--- src/rtl/instr_mem_loader_pkg.sv ---
// Shared constants for the instruction memory loader: FSM encoding and word packing geometry.
package instr_mem_loader_pkg;

  typedef logic [2:0] state_t;

  localparam state_t ST_IDLE  = 3'd0;
  localparam state_t ST_RECV  = 3'd1;
  localparam state_t ST_WRITE = 3'd2;
  localparam state_t ST_DONE  = 3'd3;
  localparam state_t ST_ERROR = 3'd4;

  localparam logic [31:0] HALT_WORD_DEFAULT = 32'hFFFF_FFFF;
  localparam int unsigned BYTES_PER_WORD    = 4;
  localparam int unsigned BYTE_IDX_W        = 2;

endpackage

--- src/rtl/instr_mem_loader_byte_packer.sv ---
// Packs a little-endian byte stream into 32-bit words; word_ready flags the byte that completes one.
module instr_mem_loader_byte_packer
  import instr_mem_loader_pkg::*;
(
  input  logic                          clk,
  input  logic                          rst,
  input  logic                          clear,
  input  logic                          byte_valid,
  input  logic [7:0]                    byte_data,
  output logic [8*BYTES_PER_WORD-1:0]   word_next,
  output logic                          word_ready
);

  logic [BYTES_PER_WORD-1:0][7:0] bytes_q, bytes_d, merged;
  logic [BYTE_IDX_W-1:0]          idx_q, idx_d;

  // Merged view includes the byte arriving this cycle so the completed word is usable immediately.
  always_comb begin
    merged = bytes_q;
    if (byte_valid) begin
      merged[idx_q] = byte_data;
    end
  end

  assign word_next  = merged;
  assign word_ready = byte_valid && !clear && (idx_q == BYTE_IDX_W'(BYTES_PER_WORD - 1));

  always_comb begin
    bytes_d = bytes_q;
    idx_d   = idx_q;
    if (clear) begin
      bytes_d = '0;
      idx_d   = '0;
    end else if (byte_valid) begin
      bytes_d = merged;
      idx_d   = idx_q + BYTE_IDX_W'(1);
    end
  end

  always_ff @(posedge clk) begin
    if (!rst) begin
      bytes_q <= '0;
      idx_q   <= '0;
    end else begin
      bytes_q <= bytes_d;
      idx_q   <= idx_d;
    end
  end

endmodule

--- src/rtl/instr_mem_loader.sv ---
// Loads a program from the debug UART byte stream into instruction memory via its debug write port.
module instr_mem_loader
  import instr_mem_loader_pkg::*;
#(
  parameter int unsigned NBITS     = 32,
  parameter int unsigned MEM_WORDS = 256,
  parameter logic [31:0] HALT_WORD = HALT_WORD_DEFAULT
) (
  input  logic             i_clk,
  input  logic             i_rst,
  input  logic             i_start,
  input  logic [7:0]       i_rx_data,
  input  logic             i_rx_valid,
  output logic             o_inst_mem_wr_en,
  output logic [NBITS-1:0] o_inst_mem_addr,
  output logic [NBITS-1:0] o_inst_mem_data,
  output logic             o_busy,
  output logic             o_done,
  output logic             o_overflow,
  output logic [NBITS-1:0] o_word_count
);

  localparam int unsigned IDX_W = (MEM_WORDS > 1) ? $clog2(MEM_WORDS) : 1;

  state_t             state_q, state_d;
  logic [IDX_W-1:0]   word_idx_q, word_idx_d;
  logic               wr_en_q, wr_en_d;
  logic [NBITS-1:0]   addr_q, addr_d;
  logic [NBITS-1:0]   data_q, data_d;
  logic [NBITS-1:0]   count_q, count_d;
  logic               busy_q, busy_d;
  logic               done_q, done_d;
  logic               overflow_q, overflow_d;

  logic               pk_clear;
  logic               pk_valid;
  logic [31:0]        pk_word;
  logic               pk_ready;
  logic [NBITS-1:0]   word_idx_ext;
  logic               is_halt;
  logic               is_last;

  instr_mem_loader_byte_packer u_packer (
    .clk        (i_clk),
    .rst        (i_rst),
    .clear      (pk_clear),
    .byte_valid (pk_valid),
    .byte_data  (i_rx_data),
    .word_next  (pk_word),
    .word_ready (pk_ready)
  );

  assign word_idx_ext = NBITS'(word_idx_q);
  assign is_halt      = (data_q == NBITS'(HALT_WORD));
  assign is_last      = (word_idx_ext + NBITS'(1)) == NBITS'(MEM_WORDS);

  always_comb begin
    state_d    = state_q;
    word_idx_d = word_idx_q;
    wr_en_d    = 1'b0;
    addr_d     = addr_q;
    data_d     = data_q;
    count_d    = count_q;
    busy_d     = busy_q;
    done_d     = done_q;
    overflow_d = overflow_q;
    pk_clear   = 1'b0;
    pk_valid   = 1'b0;

    case (state_q)
      ST_IDLE, ST_DONE, ST_ERROR: begin
        if (i_start) begin
          state_d    = ST_RECV;
          word_idx_d = '0;
          count_d    = '0;
          busy_d     = 1'b1;
          done_d     = 1'b0;
          overflow_d = 1'b0;
          pk_clear   = 1'b1;
        end
      end
      ST_RECV: begin
        pk_valid = i_rx_valid;
        if (pk_ready) begin
          state_d = ST_WRITE;
          wr_en_d = 1'b1;
          addr_d  = word_idx_ext << 2;
          data_d  = NBITS'(pk_word);
        end
      end
      ST_WRITE: begin
        count_d = word_idx_ext + NBITS'(1);
        if (is_halt) begin
          state_d = ST_DONE;
          busy_d  = 1'b0;
          done_d  = 1'b1;
        end else if (is_last) begin
          state_d    = ST_ERROR;
          busy_d     = 1'b0;
          overflow_d = 1'b1;
        end else begin
          // Packer index already wrapped to 0, so a byte here becomes byte 0 of the next word.
          state_d    = ST_RECV;
          word_idx_d = word_idx_q + IDX_W'(1);
          pk_valid   = i_rx_valid;
        end
      end
      default: begin
        state_d = ST_IDLE;
        busy_d  = 1'b0;
      end
    endcase
  end

  always_ff @(posedge i_clk) begin
    if (!i_rst) begin
      state_q    <= ST_IDLE;
      word_idx_q <= '0;
      wr_en_q    <= 1'b0;
      addr_q     <= '0;
      data_q     <= '0;
      count_q    <= '0;
      busy_q     <= 1'b0;
      done_q     <= 1'b0;
      overflow_q <= 1'b0;
    end else begin
      state_q    <= state_d;
      word_idx_q <= word_idx_d;
      wr_en_q    <= wr_en_d;
      addr_q     <= addr_d;
      data_q     <= data_d;
      count_q    <= count_d;
      busy_q     <= busy_d;
      done_q     <= done_d;
      overflow_q <= overflow_d;
    end
  end

  assign o_inst_mem_wr_en = wr_en_q;
  assign o_inst_mem_addr  = addr_q;
  assign o_inst_mem_data  = data_q;
  assign o_busy           = busy_q;
  assign o_done           = done_q;
  assign o_overflow       = overflow_q;
  assign o_word_count     = count_q;

endmodule
--- config.mk ---
export PLATFORM = sky130hd
export DESIGN_NAME = instr_mem_loader
export DESIGN_NICKNAME = d
export VERILOG_FILES = /design/src/rtl/instr_mem_loader_pkg.sv /design/src/rtl/instr_mem_loader_byte_packer.sv /design/src/rtl/instr_mem_loader.sv
export SDC_FILE = /design/constraint.sdc
export NUM_CORES = 1
export LEC_CHECK = 0
export ABC_AREA = 0
export CAP_MARGIN = 20
export CORE_MARGIN = 1
export CORE_UTILIZATION = 31
export CTS_CLUSTER_SIZE = 25
export DETAILED_ROUTE_END_ITERATION = 7
export MAX_ROUTING_LAYER = met4
export SYNTH_ARGS = -nofsm -noshare
export SYNTH_HDL_FRONTEND = slang
export SYNTH_SLANG_ARGS = --single-unit
export TNS_END_PERCENT = 20
--- constraint.sdc ---
create_clock -name i_clk -period 5.8 [get_ports i_clk]
set_input_delay 1.16 -clock i_clk [delete_from_list [all_inputs] [get_ports i_clk]]
set_output_delay 1.16 -clock i_clk [all_outputs]
set_load 0.02 [all_outputs]
* Word-level counts from Yosys, hierarchy flattened
Cells that the tools add are included.
** Cells by class
- Multiplexer cells :: 31
- Equal/unequal tests :: 14
- Magnitude comparators :: 2
- Bitwise logic cells :: 2
- Add/sub/neg operators :: 3
- Reduce and logical (&&, ||, !) cells :: 16
** Operators with widths (count)
- $mux W32 :: 2
- $pmux W32 S2 :: 1
- $bwmux W32 :: 1
- $eq A32 B32 Y1 const B :: 1
- $eq A32 B9 Y1 const B :: 1
- $mux W8 :: 4
- $demux W8 S2 :: 1
- $pmux W8 S2 :: 1
- $mux W1 :: 12
- $mux W3 :: 4
- $ne A2 B2 Y1 const B :: 6
- $add A8 B1 Y9 const B :: 1
- $pmux W3 S3 :: 1
- $add A8 B1 Y8 const B :: 1
- $reduce_and A2 Y1 :: 4
- $reduce_and A4 Y1 :: 2
- $eq A3 B2 Y1 const B :: 2
- $pmux W1 S2 :: 3
- $reduce_and A3 Y1 :: 2
- $eq A3 B1 Y1 const B :: 1
- $eq A3 B3 Y1 const B :: 1
- $logic_and A1 B1 Y1 :: 3
- $logic_not A3 Y1 :: 1
- $lt A2 B3 Y1 const B :: 1
- other kinds (10) :: 11
** Storage, ports and cells
- Input port bits :: 12
- Output and inout port bits :: 100
- Logic and storage cells :: 82
- Bits in registers :: 121

* Longest topological paths before layout
- Depth after elaboration :: 9
- Gate-level depth with buffers :: 8
- Mapped depth without buffers :: 6

* Modules after synthesis
A second synthesis with hierarchy kept.
** Second synthesis, totals
- Cells, all modules :: 578
- Area total of the unflattened synthesis :: 4703.3 um^2
** Modules (own cells, without submodules)
- instr_mem_loader :: sequential area each 1281.2 um^2, cells each 384, area an instance 3030.4 um^2, times used 1
- instr_mem_loader_byte_packer :: sequential area each 680.7 um^2, cells each 194, area an instance 1672.9 um^2, times used 1

* Worst setup path before layout
OpenSTA, ideal clock, no wires.
- Path type :: input -> register
- From :: input port i_rx_valid
- To :: register data_q[0], in the netlist o_inst_mem_data[0]
- Arrival time :: 2.491 ns
- Path buffers :: 1
- Required time :: 5.725 ns
- Library setup time :: 0.075 ns
- Path slack :: 3.234 ns
- Stages :: 5
- Cell sequence :: clkbuf_1 -> nand2_1 -> a2111oi_1 -> o21ai_0 -> a31oi_1
** On the way
- Longest elaborated chain between the ends :: 6
- Elaborated cells on any way between the ends :: 7
- Those cells by class :: mux: 4; reduce/logical: 3
** Ends and longest elaborated chain
- from (decl) :: line instr_mem_loader.sv:13 : input logic i_rx_valid,
- $mux W1 :: line instr_mem_loader.sv:97 : end else if (is_last) begin
- $mux W1 :: line instr_mem_loader.sv:93 : if (is_halt) begin
- $pmux W1 S2 * :: line instr_mem_loader.sv:70 : case (state_q)
- $logic_and A1 B1 Y1 (2 in series) :: line instr_mem_loader_byte_packer.sv:26 : assign word_ready = byte_valid && !clear && (idx_q == BYTE_IDX_W'(BYTES_PER_WORD - 1));
- $reduce_and A2 Y1 (no line)
- to (signal assigned) :: line instr_mem_loader.sv:131 : data_q <= data_d;
- to (decl) :: line instr_mem_loader.sv:29 : logic [NBITS-1:0] data_q, data_d;
Every way passes the cells marked *; elsewhere a longest branch is shown, timed or not.
A chain may end at the register's enable or synchronous reset.

* Worst setup path after layout
- From :: input port i_rx_valid
- To :: register data_q[9], in the netlist o_inst_mem_data[9]
Same word-level chain as after synthesis.

==> results.yml <==
run_status:
  outcome: "complete, no violations"
setup_path:
  cp_cell_sequence: "clkdlybuf4s50_1 > nand2_1 > a2111oi_1 > buf_2 > o21ai_0 > a31oi_1"
  crit_buf_inv: 2
  startpoint: "i_rx_valid"
  crit_type: "in -> reg"
  critPathArrivalTime_ps: 3380
  r2r-start: "state_q[1]"
  r2r_slack_ps: 3130
  endpoint_kind: "flip-flop"
  start_kind: "primary input"
  crit_required_ps: 6060
  cpPeakStageDelay_ps: 870
  critPathSlowestCell: "a2111oi_1"
  cp_max_fo: 9
  crit_family: "compound AO/OA/AOI/OAI gates"
final_layout:
  multi_input_area_mm2: 0.00198
  layout_commonest_cell: "dfxtp_1"
  n_antenna_cell: 0
  regArea_mm2: 0.00180
  syn_to_final_growth_pct: 22.7
  drive_above_1_share_pct: 5.45
  final_nets: 563
  nFillCells: 1316
  most-common-layout-cells: "dfxtp_1, clkdlybuf4s50_1, a21oi_1"
cts:
  htreeDepth: 3
  cts-root-buf: "clkbuf_16"
  post_cts_resize_count: 0
  cts_setup_buffers: 0
  clk_path_buf_depth: 2
  clock_sinks: 90
  cts_tree: "yes"
  clkTransAtPathRegs_ps: 60
  cts-hold-fix-buffers: 0
  clock_latency_ps: 340
  numCtsBuffers: 9
timing:
  tightest_slew_ps: 1080
  hold_viol_final: 0
  report.final.setup_viol: 0
  fin_skew_ps: 9.43
  whs_ps: 452
  tns_ps: 0
  period_needed_ps: 3120
  fmax_mhz: 321
  maxSlewHeadroom_pct: 27.5
  slew_viol_final: 0
  rsz0062_at_grt: "no"
  min_period_over_period_pct: 53.8
die:
  rows: 41
  top_level_ports: 112
  fp.dieH_um: 117
  die_w_um: 117
  die_area_mm2: 0.0137
  start_util_pct: 32.2
  coreArea_mm2: 0.0127
yosys:
  synthXorXnorAreaFrac_pct: 1.28
  synth_warnings: 0
  synth_top_area_share_pct: 44.0
  syn_area_mm2: 0.00409
  synth_compound_area_share_pct: 23.5
  synth-simple-area-share_pct: 17.2
  synth_area_leaders: "dfxtp_1, buf_4, a21oi_1"
  synth_cells: 493
  synth_fa_ha_area_share_pct: 1.83
  synth_top_area_cell: "dfxtp_1"
  ys_seq_area_share_pct: 44.0
  avgSynthCellArea_um2: 8.30
  synth.mux.area_fraction_pct: 0
  ys_seq_elements: 90
  yosys.cell_types.count: 47
  synth_top_family_by_area: "compound AO/OA/AOI/OAI gates"
routing:
  via_per_inst: 5.22
  wl_per_cell_um: 15.5
  route.detailed.drc: 0
  firstDrtPassIters: 5
  totalWireLength_um: 11200
  vias: 3767
  detail-route-antenna-nets: 0
  first_iter_violations: 250
power:
  vdd_drop_max_uv: 154
  powerDensity_mw_per_mm2: 270
  p_leak_nw: 1.73
placement:
  hpwl_um: 7710
  gp_congestion: 0.812
  port_buffers: 64
flow_run:
  cap_viol_max_count: 0
global_routing:
  track_usage_pct: 17.0
  antenna_found_initial: 0
  first_global_vias: 3349
  overflow: 0
  grt_start_max_net_pins: 53
  grt_pass1_wl_um: 17100
hold_path:
  hp-class: "reg -> reg"
  min_from: "o_overflow"
[worst reg2reg max path: cells and delay by family (launching register included)]
family	cells	cell delay [ps]
buffers and inverters	1	280
AND/OR/NAND/NOR	1	460
AO/OA/AOI/OAI	3	1390
flip-flops	1	460
[final timing paths]
path | to | cells past startpoint
worst max-delay path | o_inst_mem_data[9] | 6
worst min-delay path | o_overflow | 2
worst max register to register | o_inst_mem_data[9] | 5
worst min register to register | o_overflow | 2
[final cells by class]
class	instances	area share, %
multi-input combinational	369	39.3
sequential	90	35.9
inverter	5	0.374
timing repair buffer	70	14.0
clock buffer	13	5.18
clock inverter	3	0.946
tap	172	4.28
[Yosys cell counts, drive strengths merged]
master and count:
clkinv 1, nor2 23, a21oi 59, and2 5
clkbuf 20, nand2b 1, xnor2 2, nand2 55
o21a 2, nor4 3, a2111oi 3, o41ai 1
o21ai 51, nand3 34, or2 1, dfxtp 90
conb 1, nor3 5, nand3b 1, or3b 1
nor3b 1, a31oi 27, a211oi 4, buf 55
o211a 2, o22ai 2, and3 1, inv 4
xor2 4, o2111ai 4, ha 6, a211o 1
a311oi 2, a21o 1, nand4 9, a21bo 2
or4 3, nand4b 1, a22oi 5
[metrics by stage]
stage               util (%)  cell area, um^2  worst slack, ps  power (mW)  std cells
finish                  39.5             5020             2680        1.36        722
global route            39.5             5020             2560        1.40        722
CTS                     39.4             5010             2720        1.37        721
detailed placement      36.9             4700             2380       0.769        705
global placement        36.6             4660             2230       0.767        701
floorplan                  -             4270             3230       0.757        539
[state kept, by name, summed over array words and instances, names as in the netlist]
signal	flops
o_word_count	9
u_packer.bytes_q	24
o_inst_mem_wr_en	1
o_done	1
state_q	3
o_inst_mem_addr	8
o_busy	1
o_inst_mem_data	32
u_packer.idx_q	2
word_idx_q	8
o_overflow	1
[where the power goes]
| part | leakage [nW] | switching, mW | internal (mW) |
|---|---|---|---|
| Clock | 0.150 | 0.239 | 0.360 |
| Sequential | 0.726 | 0.00734 | 0.627 |
| Combinational | 0.858 | 0.0915 | 0.0330 |
| Total | 1.73 | 0.338 | 1.02 |
[cell families after synthesis]
| logic type | count (synthesis) |
|---|---|
| AO/OA/AOI/OAI | 166 |
| AND/OR/NAND/NOR | 144 |
| flip-flops | 90 |
| buffers and inverters | 80 |
| XOR/XNOR | 6 |
| adder cells (fa/ha/maj) | 6 |
| other | 1 |
[routing by layer]
metal / wire (um) / global-route usage, % / vias up
li1: - / - / 1780
met1: 5030 / 22.1 / 1786
met2: 5100 / 26.0 / 180
met3: 845 / 3.24 / 21
met4: 189 / 7.09 / 0
met5: 0 / - / -
No activity file was read; power rests on OpenSTA's default activity.
